--- config.mk ---
export PLATFORM = sky130hd
export DESIGN_NAME = fmq_cmd_tx
export DESIGN_NICKNAME = d
export VERILOG_FILES = /design/src/rtl/fmq_cmd_tx_pkg.sv /design/src/rtl/fmq_cmd_tx.sv
export SDC_FILE = /design/constraint.sdc
export NUM_CORES = 1
export LEC_CHECK = 0
export ABC_CLOCK_PERIOD_IN_PS = 3800
export BUFFER_PORTS_ARGS = -buffer_cell sky130_fd_sc_hd__buf_2
export CORE_MARGIN = 2
export CORE_UTILIZATION = 57
export CTS_CLUSTER_DIAMETER = 100
export DETAILED_ROUTE_END_ITERATION = 8
export HOLD_SLACK_MARGIN = 0.15
export PLACE_DENSITY = 0.85
export SLEW_MARGIN = 20
export SYNTH_ARGS = -nofsm -noshare
export SYNTH_HDL_FRONTEND = slang
export SYNTH_SLANG_ARGS = --single-unit
--- constraint.sdc ---
create_clock -name clk -period 3.8 [get_ports clk]
set_input_delay 0.76 -clock clk [delete_from_list [all_inputs] [get_ports clk]]
set_output_delay 0.76 -clock clk [all_outputs]
set_load 0.02 [all_outputs]
--- src/rtl/fmq_cmd_tx_pkg.sv ---
// fmq_cmd_tx_pkg: opcodes, field widths, FSM states and the frame packer shared by the command transmitter.
package fmq_cmd_tx_pkg;
  localparam logic [1:0] OP_SET = 2'b00;
  localparam logic [1:0] OP_RELOAD = 2'b01;
  localparam logic [1:0] OP_QUERY = 2'b10;
  localparam logic [1:0] OP_RSVD = 2'b11;
  localparam int INDEX_W = 7;
  localparam int OFFSET_W = 12;
  localparam int FRAME_START_BIT = 7;
  typedef enum logic [2:0] {IDLE, SEND0, SEND1, SEND2, WAIT_RSP} state_t;
  // Only the first byte carries the start bit, so the receiver can resync on any byte boundary.
  function automatic logic [23:0] pack_frame(input logic [1:0] op, input logic [INDEX_W-1:0] index,
                                             input logic [OFFSET_W-1:0] offset);
    logic [INDEX_W-1:0] i;
    logic [OFFSET_W-1:0] o;
    logic [7:0] b0;
    i = op == OP_SET ? index : '0;
    o = op == OP_SET ? offset : '0;
    b0 = {1'b0, op, i[6:2]};
    b0[FRAME_START_BIT] = 1'b1;
    return {b0, 1'b0, i[1:0], o[11:7], 1'b0, o[6:0]};
  endfunction
endpackage

--- src/rtl/fmq_cmd_tx.sv ---
// fmq_cmd_tx: frames phase commands into 3 UART bytes and waits for the query response.
module fmq_cmd_tx
  import fmq_cmd_tx_pkg::*;
#(
  parameter int TIMEOUT = 50000
) (
  input  logic                clk,
  input  logic                rst,
  input  logic                cmd_valid,
  output logic                cmd_ready,
  input  logic [1:0]          cmd_op,
  input  logic [INDEX_W-1:0]  cmd_index,
  input  logic [OFFSET_W-1:0] cmd_offset,
  output logic [7:0]          m_axis_tdata,
  output logic                m_axis_tvalid,
  input  logic                m_axis_tready,
  input  logic [7:0]          s_axis_tdata,
  input  logic                s_axis_tvalid,
  output logic                s_axis_tready,
  output logic [7:0]          rsp_data,
  output logic                rsp_valid,
  output logic                rsp_timeout,
  output logic                rsp_stray,
  output logic                busy
);
  localparam int CW = 20;
  localparam logic [CW-1:0] LIMIT = CW'(TIMEOUT - 1);
  state_t st, nxt;
  logic alive, qry, rx;
  logic [23:0] frame;
  logic [CW-1:0] cnt;
  assign rx = s_axis_tvalid && s_axis_tready;
  assign s_axis_tready = alive;
  assign busy = st != IDLE;
  always_comb begin
    nxt = st;
    cmd_ready = alive && st == IDLE;
    m_axis_tvalid = st == SEND0 || st == SEND1 || st == SEND2;
    m_axis_tdata = st == SEND0 ? frame[23:16] : st == SEND1 ? frame[15:8] : st == SEND2 ? frame[7:0] : 8'h00;
    case (st)
      IDLE:     if (cmd_valid && cmd_ready) nxt = SEND0;
      SEND0:    if (m_axis_tready) nxt = SEND1;
      SEND1:    if (m_axis_tready) nxt = SEND2;
      SEND2:    if (m_axis_tready) nxt = qry ? WAIT_RSP : IDLE;
      WAIT_RSP: if (rx || cnt == LIMIT) nxt = IDLE;
      default:  nxt = IDLE;
    endcase
  end
  always_ff @(posedge clk or negedge rst) begin
    if (!rst) begin
      st <= IDLE;
      alive <= 1'b0;
      qry <= 1'b0;
      frame <= '0;
      cnt <= '0;
      rsp_data <= 8'h00;
      rsp_valid <= 1'b0;
      rsp_timeout <= 1'b0;
      rsp_stray <= 1'b0;
    end else begin
      st <= nxt;
      alive <= 1'b1;
      cnt <= st == WAIT_RSP ? cnt + CW'(1) : '0;
      rsp_valid <= st == WAIT_RSP && rx;
      rsp_timeout <= st == WAIT_RSP && !rx && cnt == LIMIT;
      rsp_stray <= st != WAIT_RSP && rx;
      if (st == WAIT_RSP && rx) rsp_data <= s_axis_tdata;
      if (cmd_valid && cmd_ready) begin
        frame <= pack_frame(cmd_op, cmd_index, cmd_offset);
        qry <= cmd_op == OP_QUERY || cmd_op == OP_RSVD;
      end
    end
  end
endmodule

Yosys cells after proc, flatten, opt, wreduce, memory -nomap -nowiden
Index checks and enable logic that the tools add are counted.
{"block": "word_totals", "ff_bits": 58, "n_memories": 0, "mem_bits_ro": 0, "mem_bits_rw": 0, "latchBits": 0}
{"block": "op_classes", "n_lt_le_gt_ge": 0, "shift": 0, "n_mul": 0, "n_bitwise": 0, "add_sub_neg": 1, "n_eq_ne": 13, "n_reduce_logical": 16, "n_mux": 13, "n_div": 0}
{"operator": "$mux W7", "count": 3}
{"operator": "$add A20 B1 Y20 const B", "count": 1}
{"operator": "$eq A20 B16 Y1 const B", "count": 1}
{"operator": "$mux W20", "count": 1}
{"operator": "$mux W3", "count": 6}
{"operator": "$pmux W3 S5", "count": 1}
{"operator": "$mux W12", "count": 1}
{"operator": "$mux W8", "count": 1}
{"operator": "$ne A2 B2 Y1 const B", "count": 4}
{"operator": "$logic_and A1 B1 Y1", "count": 7}
{"operator": "$eq A3 B2 Y1 const B", "count": 2}
{"operator": "$reduce_and A5 Y1", "count": 1}
{"operator": "$eq A2 B2 Y1 const B", "count": 2}
{"operator": "$logic_or A1 B1 Y1", "count": 4}
{"operator": "$eq A3 B1 Y1 const B", "count": 1}
{"operator": "$eq A3 B3 Y1 const B", "count": 1}
{"operator": "$logic_not A3 Y1", "count": 1}
{"operator": "$ne A3 B3 Y1 const B", "count": 1}
{"operator": "$reduce_bool A3 Y1", "count": 1}
{"operator": "$logic_not A2 Y1", "count": 1}
{"operator": "$ne A2 B1 Y1 const B", "count": 1}
{"operator": "$logic_not A1 Y1", "count": 1}

Longest topological paths before layout
Gate-level depths: netlist (run 1).
{"block": "logic_depth", "depth_word": 5, "ltp_mapped": 5}

Least setup slack after synthesis (run 1)
OpenSTA, ideal clock, no wires.
{"block": "synth_path", "path_type": "reg-to-output", "from": "reg st[0]", "to": "out m_axis_tdata[7]", "path_stages_with_launch": 4, "arrival_time_ps": 1377, "slack_ps": 1663, "path_buffers": 1, "path_cell_list": "dfrtp_1 -> buf_1 -> nand2b_1 -> nor3b_1"}
{"block": "synth_via", "elab_chain_len": 2}
{"element": "start, declared", "line_no": "fmq_cmd_tx.sv:28", "text": "state_t st, nxt;"}
{"element": "start signal, assigned", "line_no": "fmq_cmd_tx.sv:61", "text": "st <= nxt;"}
{"element": "$eq A3 B1 Y1", "line_no": "fmq_cmd_tx.sv:39", "text": "m_axis_tdata = st == SEND0 ? frame[23:16] : st == SEND1 ? frame[15:8] : st == SEND2 ? frame[7:0] : 8'h00;"}
{"element": "$mux W8", "line_no": "fmq_cmd_tx.sv:39"}
{"element": "end, declared", "line_no": "fmq_cmd_tx.sv:14", "text": "output logic [7:0] m_axis_tdata,"}
Every way passes these cells.

Worst setup path after layout (run 1)
{"block": "layout_path", "from": "reg st[0]", "to": "out m_axis_tdata[2]"}
{"block": "layout_via", "elab_chain_len": 4}
{"element": "$eq A3 B2 Y1", "line_no": "fmq_cmd_tx.sv:39"}
{"element": "$mux W7 (2 in a row)", "line_no": "fmq_cmd_tx.sv:39"}
{"element": "$mux W8 (*)", "line_no": "fmq_cmd_tx.sv:39"}
Every way passes the cells marked *; elsewhere a longest branch is shown, timed or not.

==> results of run 1 <==
==> registers in the layout, indices dropped and copies added, names as in the netlist <==
register	flops
s_axis_tready	1
rsp_valid	1
rsp_stray	1
rsp_data	8
cnt	20
frame	22
st	3
qry	1
rsp_timeout	1
==> area by class of cell <==
class                           instances  area share
Clock buffer                           14      0.0508
Clock inverter                          2      0.0110
Inverter                                3     0.00352
Timing Repair Buffer                   58      0.0923
Sequential cell                        58       0.454
Multi-Input combinational cell        206       0.368
Tap cell                               52      0.0203
==> through the flow <==
| stage | utilization | hold slack (ns) | instances | power, µW | setup WS (ns) |
|---|---|---|---|---|---|
| 2_1_floorplan | - | 0.425 | 279 | 1220 | 1.66 |
| 3_3_place_gp | 0.675 | 0.455 | 377 | 1380 | 1.45 |
| 3_5_place_dp | 0.675 | 0.472 | 377 | 1400 | 1.35 |
| 4_1_cts | 0.720 | 0.485 | 393 | 1970 | 1.06 |
| 5_1_grt | 0.720 | 0.491 | 393 | 2080 | 0.895 |
| 6_report | 0.720 | 0.480 | 393 | 1960 | 1.07 |
==> power by group <==
| part | leakage [µW] | switching [µW] | internal (µW) |
|---|---|---|---|
| clock network | 0.000101 | 225 | 338 |
| logic | 0.000627 | 306 | 208 |
| registers | 0.000783 | 123 | 757 |
| total | 0.00151 | 654 | 1300 |
==> path summary, 6_finish.rpt <==
kind | endpoint | slack [ns] | cells past startpoint
worst max-delay path | m_axis_tdata[2] | 1.07 | 4
worst min-delay path | frame[9] | 0.48 | 2
max in group asynchronous | frame[19] | 2.49 | 2
min in group asynchronous | cnt[10] | 0.55 | 1
worst min register to register | frame[9] | 0.48 | 2
worst max register to register | rsp_data[7] | 1.35 | 4
==> cell usage after synthesis (all sizes together) <==
| library cell | n |
|---|---|
| conb | 1 |
| o21bai | 1 |
| or4 | 4 |
| nand2b | 5 |
| nand2 | 55 |
| mux2 | 16 |
| o31ai | 1 |
| or3 | 3 |
| dfrtp | 58 |
| a31o | 2 |
| a22oi | 7 |
| o21ai | 22 |
| a31oi | 3 |
| and2 | 2 |
| xnor2 | 10 |
| buf | 2 |
| and3 | 1 |
| inv | 3 |
| a41o | 1 |
| and3b | 1 |
| nor2b | 1 |
| nor3 | 5 |
| ha | 1 |
| or2 | 1 |
| a21oi | 5 |
| nor3b | 2 |
| nand3 | 7 |
| nor2 | 32 |
| xor2 | 3 |
| nor4 | 7 |
| nand4 | 7 |
| clkbuf | 10 |
==> metal layers <==
layer,routed length [µm],vias to the layer above,GRT usage,share of wire
met5,0,-,0,0
li1,-,1080,-,-
met4,106,0,0.113,0.019
met1,2380,1030,0.319,0.44
met3,257,8,0.0497,0.047
met2,2700,62,0.353,0.50
==> cells by family (layout without fill, tap and decap cells) <==
group / Yosys count / in the layout
other: 1 / 1
xor gates and xnor gates: 13 / 13
DFF: 58 / 58
and+or+nand+nor: 133 / 133
AOI/OAI and AO/OA: 42 / 42
adders and majority gates: 1 / 1
buffers and inverters: 15 / 77
muxes: 16 / 16
==> worst max-delay path, delay by kind of cell, from the launching register on <==
kind / cells / cell delay, ns
flops: 1 / 0.65
simple gates: 2 / 0.62
compound gates: 1 / 0.18
buf+inv: 1 / 0.17
==> flow_summary.toml, run 1 <==
[worst_setup_path]
critPathMaxStageDelay_ns = 0.65
required_ns = 3.04
cp_max_fo = 15
path_class = "reg2out"
worstSetupStartpointType = "flop"
cp_data_arrival_time_ns = 1.97
r2r_start = "st[1]"
slowest_stage = "dfrtp_1"
critPathLaunch = "st[0]"
crit_chain = "nor2b_1 -> a22oi_1 -> nor2_1 -> buf_2"
end_kind = "output port"

[timing]
setup_viol = 0
finalCriticalPeriod_ns = 2.73
fin_skew_ns = 0.00831
rsz0062_at_grt = "no"
fmax_ghz = 0.367
setup_tns_ns = 0
final.period_utilization = 0.718
finalHoldViolCount = 0
max_slew_margin = 0.394
worst_pin_slew_ns = 0.909
drv_slew = 0

[final_layout]
drive_gt1_frac = 0.229
area.sequential_um2 = 1450
final_nets = 371
fill_cells = 343
layout_common_cells = "dfrtp_1 (58), buf_2 (56), nand2_1 (55)"
syn2layout_area_growth_pct = 18.9
antennaDiodeCount = 0
finish.instance_area_um2 = 3200
multi_input_area_um2 = 1180
final_common_cell = "dfrtp_1"

[grt]
grt_max_degree = 44
antenna_found_initial = 0
grt_pass1_wl_um = 9380
overflow = 0
grt_pass1_vias = 2081
grtUsageTotal = 0.233

[clock_tree]
clock-sinks = 58
clkTransAtPathRegs_ns = 0.06
cts_resized = 0
cts_root_buf = "clkbuf_8"
insertion_delay_ns = 0.34
cts.htree.levels = 3
cts_tree = "yes"
post-cts-setup-buffer-count = 0
cts_buffer_depth = 2
cts_made_buffers = 9
ctsHoldBuffers = 0

[die]
initial_utilization = 0.606
rows = 24
fp.dieW_um = 72.7
die_area_um2 = 5290
io_pins = 57
core_area_um2 = 4440
die_height_um = 72.7

[logic_synthesis]
ys_ff_latch = 58
yosysTopAreaCellShare = 0.539
synthDistinctLibCells = 37
syn_area_um2 = 2690
syn_nets = 314
synth_area_leader_cell = "dfrtp_1"
yosysSeqAreaShare = 0.539
yosys_warnings = 0
synth_xor_area_frac = 0.0423
ys_top_cells_by_area = "dfrtp_1 (54%), nand2_1 (7.7%), mux2_1 (5.4%)"
synthAdderAreaFrac = 0.00465
synth-simple-area-share = 0.229
syn_inst = 279
synthMuxAreaShare = 0.0669
synth_top_family_by_area = "simple AND/OR/NAND/NOR gates"
syn_avg_cell_area_um2 = 9.65
synth-compound-area-share = 0.0925

[placement]
place_hpwl_um = 3780
place.gp.congestion = 0.818
place.port_buffers = 56
place_area_um2 = 3000

[hold_path]
hold_class = "reg2reg"
hp-start = "frame[9]"

[drt]
via_per_inst = 5.55
drc = 0
vias = 2180
dr.pass1.iters = 4
ant_nets = 0
wl_um = 5440
drt_iter0_markers = 177
wl_per_cell_um = 13.8

[flow_run]
maxCapViolations = 0

[power]
power_leakage_uw = 0.00151
peakVddDrop_uv = 477
power_density_nw_per_um2 = 612

[outcome]
status = "complete, no violations"
Power figures use the tool's default switching activity.
==> inputs of run 2 (changes only) <==
Settings changed: ABC_CLOCK_PERIOD_IN_PS 3800 to 2850, CORE_UTILIZATION 57 to 54, PLACE_DENSITY 0.85 to 0.81.
Clock period 3.8 ns to 2.85 ns, I/O delays scaled along.
==> flow_summary.toml, run 2 (synthesized netlist as in run 1, its figures left out) <==
[final_layout]
syn2layout_area_growth_pct = 22.8
antennaDiodeCount = 0
layout_common_cells = "dfrtp_1 (58), buf_2 (56), nand2_1 (55)"
largest-register = "frame"
final_nets = 374
finish.instance_area_um2 = 3310
largest_reg_flops = 22
top_regs = "frame: 22 flops, cnt: 20 flops, rsp_data: 8 flops"
drive_gt1_frac = 0.241
final_common_cell = "dfrtp_1"
fill_cells = 382

[timing]
fin_skew_ns = 0.00949
finalCriticalPeriod_ns = 2.48
finalHoldViolCount = 0
rsz0062_at_grt = "no"
setup_viol = 0
max_slew_margin = 0.497
drv_slew = 0
final.period_utilization = 0.869
worst_pin_slew_ns = 0.753
fmax_ghz = 0.404
setup_ws_ns = 0.373
whs_ns = 0.359
setup_tns_ns = 0

[power]
peakVddDrop_uv = 510
p_sw_uw = 905
switching_share = 0.316
power_uw = 2860
p_comb_frac = 0.241
clkPwrFrac = 0.351
power_leakage_uw = 0.00155
power_density_nw_per_um2 = 866
p_int_uw = 1960
p_seq_frac = 0.408

[die]
fp.dieW_um = 74.6
io_pins = 57
die_area_um2 = 5560
initial_utilization = 0.566
die_height_um = 74.6
core_area_um2 = 4750
rows = 25

[worst_setup_path]
cp_data_arrival_time_ns = 1.91
end_kind = "output port"
critPathMaxStageDelay_ns = 0.64
path_class = "reg2out"
critical_path.top_delay_family = "flip-flops"
slowest_stage = "dfrtp_1"
crit_chain = "nor2b_1 -> a22oi_1 -> nor2_1 -> buf_2"
required_ns = 2.28
path_buf_inv = 1
worstSetupStartpointType = "flop"
cp_max_fo = 15

[grt]
grtUsageTotal = 0.213
grt_pass1_vias = 2035
antenna_found_initial = 0
overflow = 0
grt_max_degree = 59
grt_pass1_wl_um = 8840

[clock_tree]
cts_buffer_depth = 2
post-cts-setup-buffer-count = 0
insertion_delay_ns = 0.33
ctsHoldBuffers = 0
cts_made_buffers = 9
cts_resized = 0
cts_tree = "yes"
cts_root_buf = "clkbuf_8"
cts.htree.levels = 3
clkTransAtPathRegs_ns = 0.07
clock-sinks = 58

[placement]
place.port_buffers = 56
place_area_um2 = 3040
place_ws_ns = 0.737
place.gp.congestion = 0.782
place_hpwl_um = 3700

[drt]
dr.pass1.iters = 4
via_per_inst = 5.25
wl_um = 5350
vias = 2157
ant_nets = 0
drc = 0
drt_iter0_markers = 112
wl_per_cell_um = 13.0

[flow_run]
maxCapViolations = 0

[outcome]
status = "complete, no violations"

[hold_path]
hold_class = "in2async"
[run 2: worst paths after layout]
path | slack (ns) | to | from | cells after the start
setup reg to reg | 0.70 | frame[12] | st[2] | 5
hold reg to reg | 0.47 | frame[23] | frame[23] | 1
min in group clk | 0.45 | rsp_data[6] | s_axis_tdata[6] | 2
hold / removal | 0.36 | cnt[19] | rst | 2
setup / recovery | 0.37 | m_axis_tdata[6] | st[0] | 4
max in group asynchronous | 2.00 | frame[1] | rst | 2
[run 2: metal layers]
layer / GRT usage / routed length, µm / vias up
met2: 0.343 / 2460 / 71
met3: 0.0610 / 284 / 12
met1: 0.262 / 2490 / 989
met5: 0 / 0 / -
met4: 0.111 / 111 / 0
li1: - / - / 1085
[run 2: worst register-to-register path, cell delays in order, from the launching register on]
cell	delay [ns]
dfrtp_1	0.56
nor3_1	0.42
nand3_1	0.47
buf_4	0.40
nand2_1	0.10
o21ai_1	0.08
[run 2: power by group through the flow]
stage	clock [µW]	combinational, µW	sequential (µW)
CTS	1020	697	1170
detailed placement	0	693	1180
global placement	0	679	1170
floorplan	0	467	1160
finish	1010	688	1170
global route	1060	770	1190
[run 2: cell type report]
cell class                 count  area, µm²  area share
clock buffer                   9        124      0.0375
clock inverter                 7        141      0.0428
inverter                       3       11.3     0.00341
multi-input combinational    206       1180       0.356
sequential                    58       1450       0.439
tap                           67       83.8      0.0254
timing repair buffer          61        318      0.0961
[run 2: metrics by stage]
stage / util / std cells
after floorplan: - / 279
after global placement: 0.639 / 395
after detailed placement: 0.639 / 395
after CTS: 0.695 / 411
after global routing: 0.695 / 411
final: 0.695 / 411
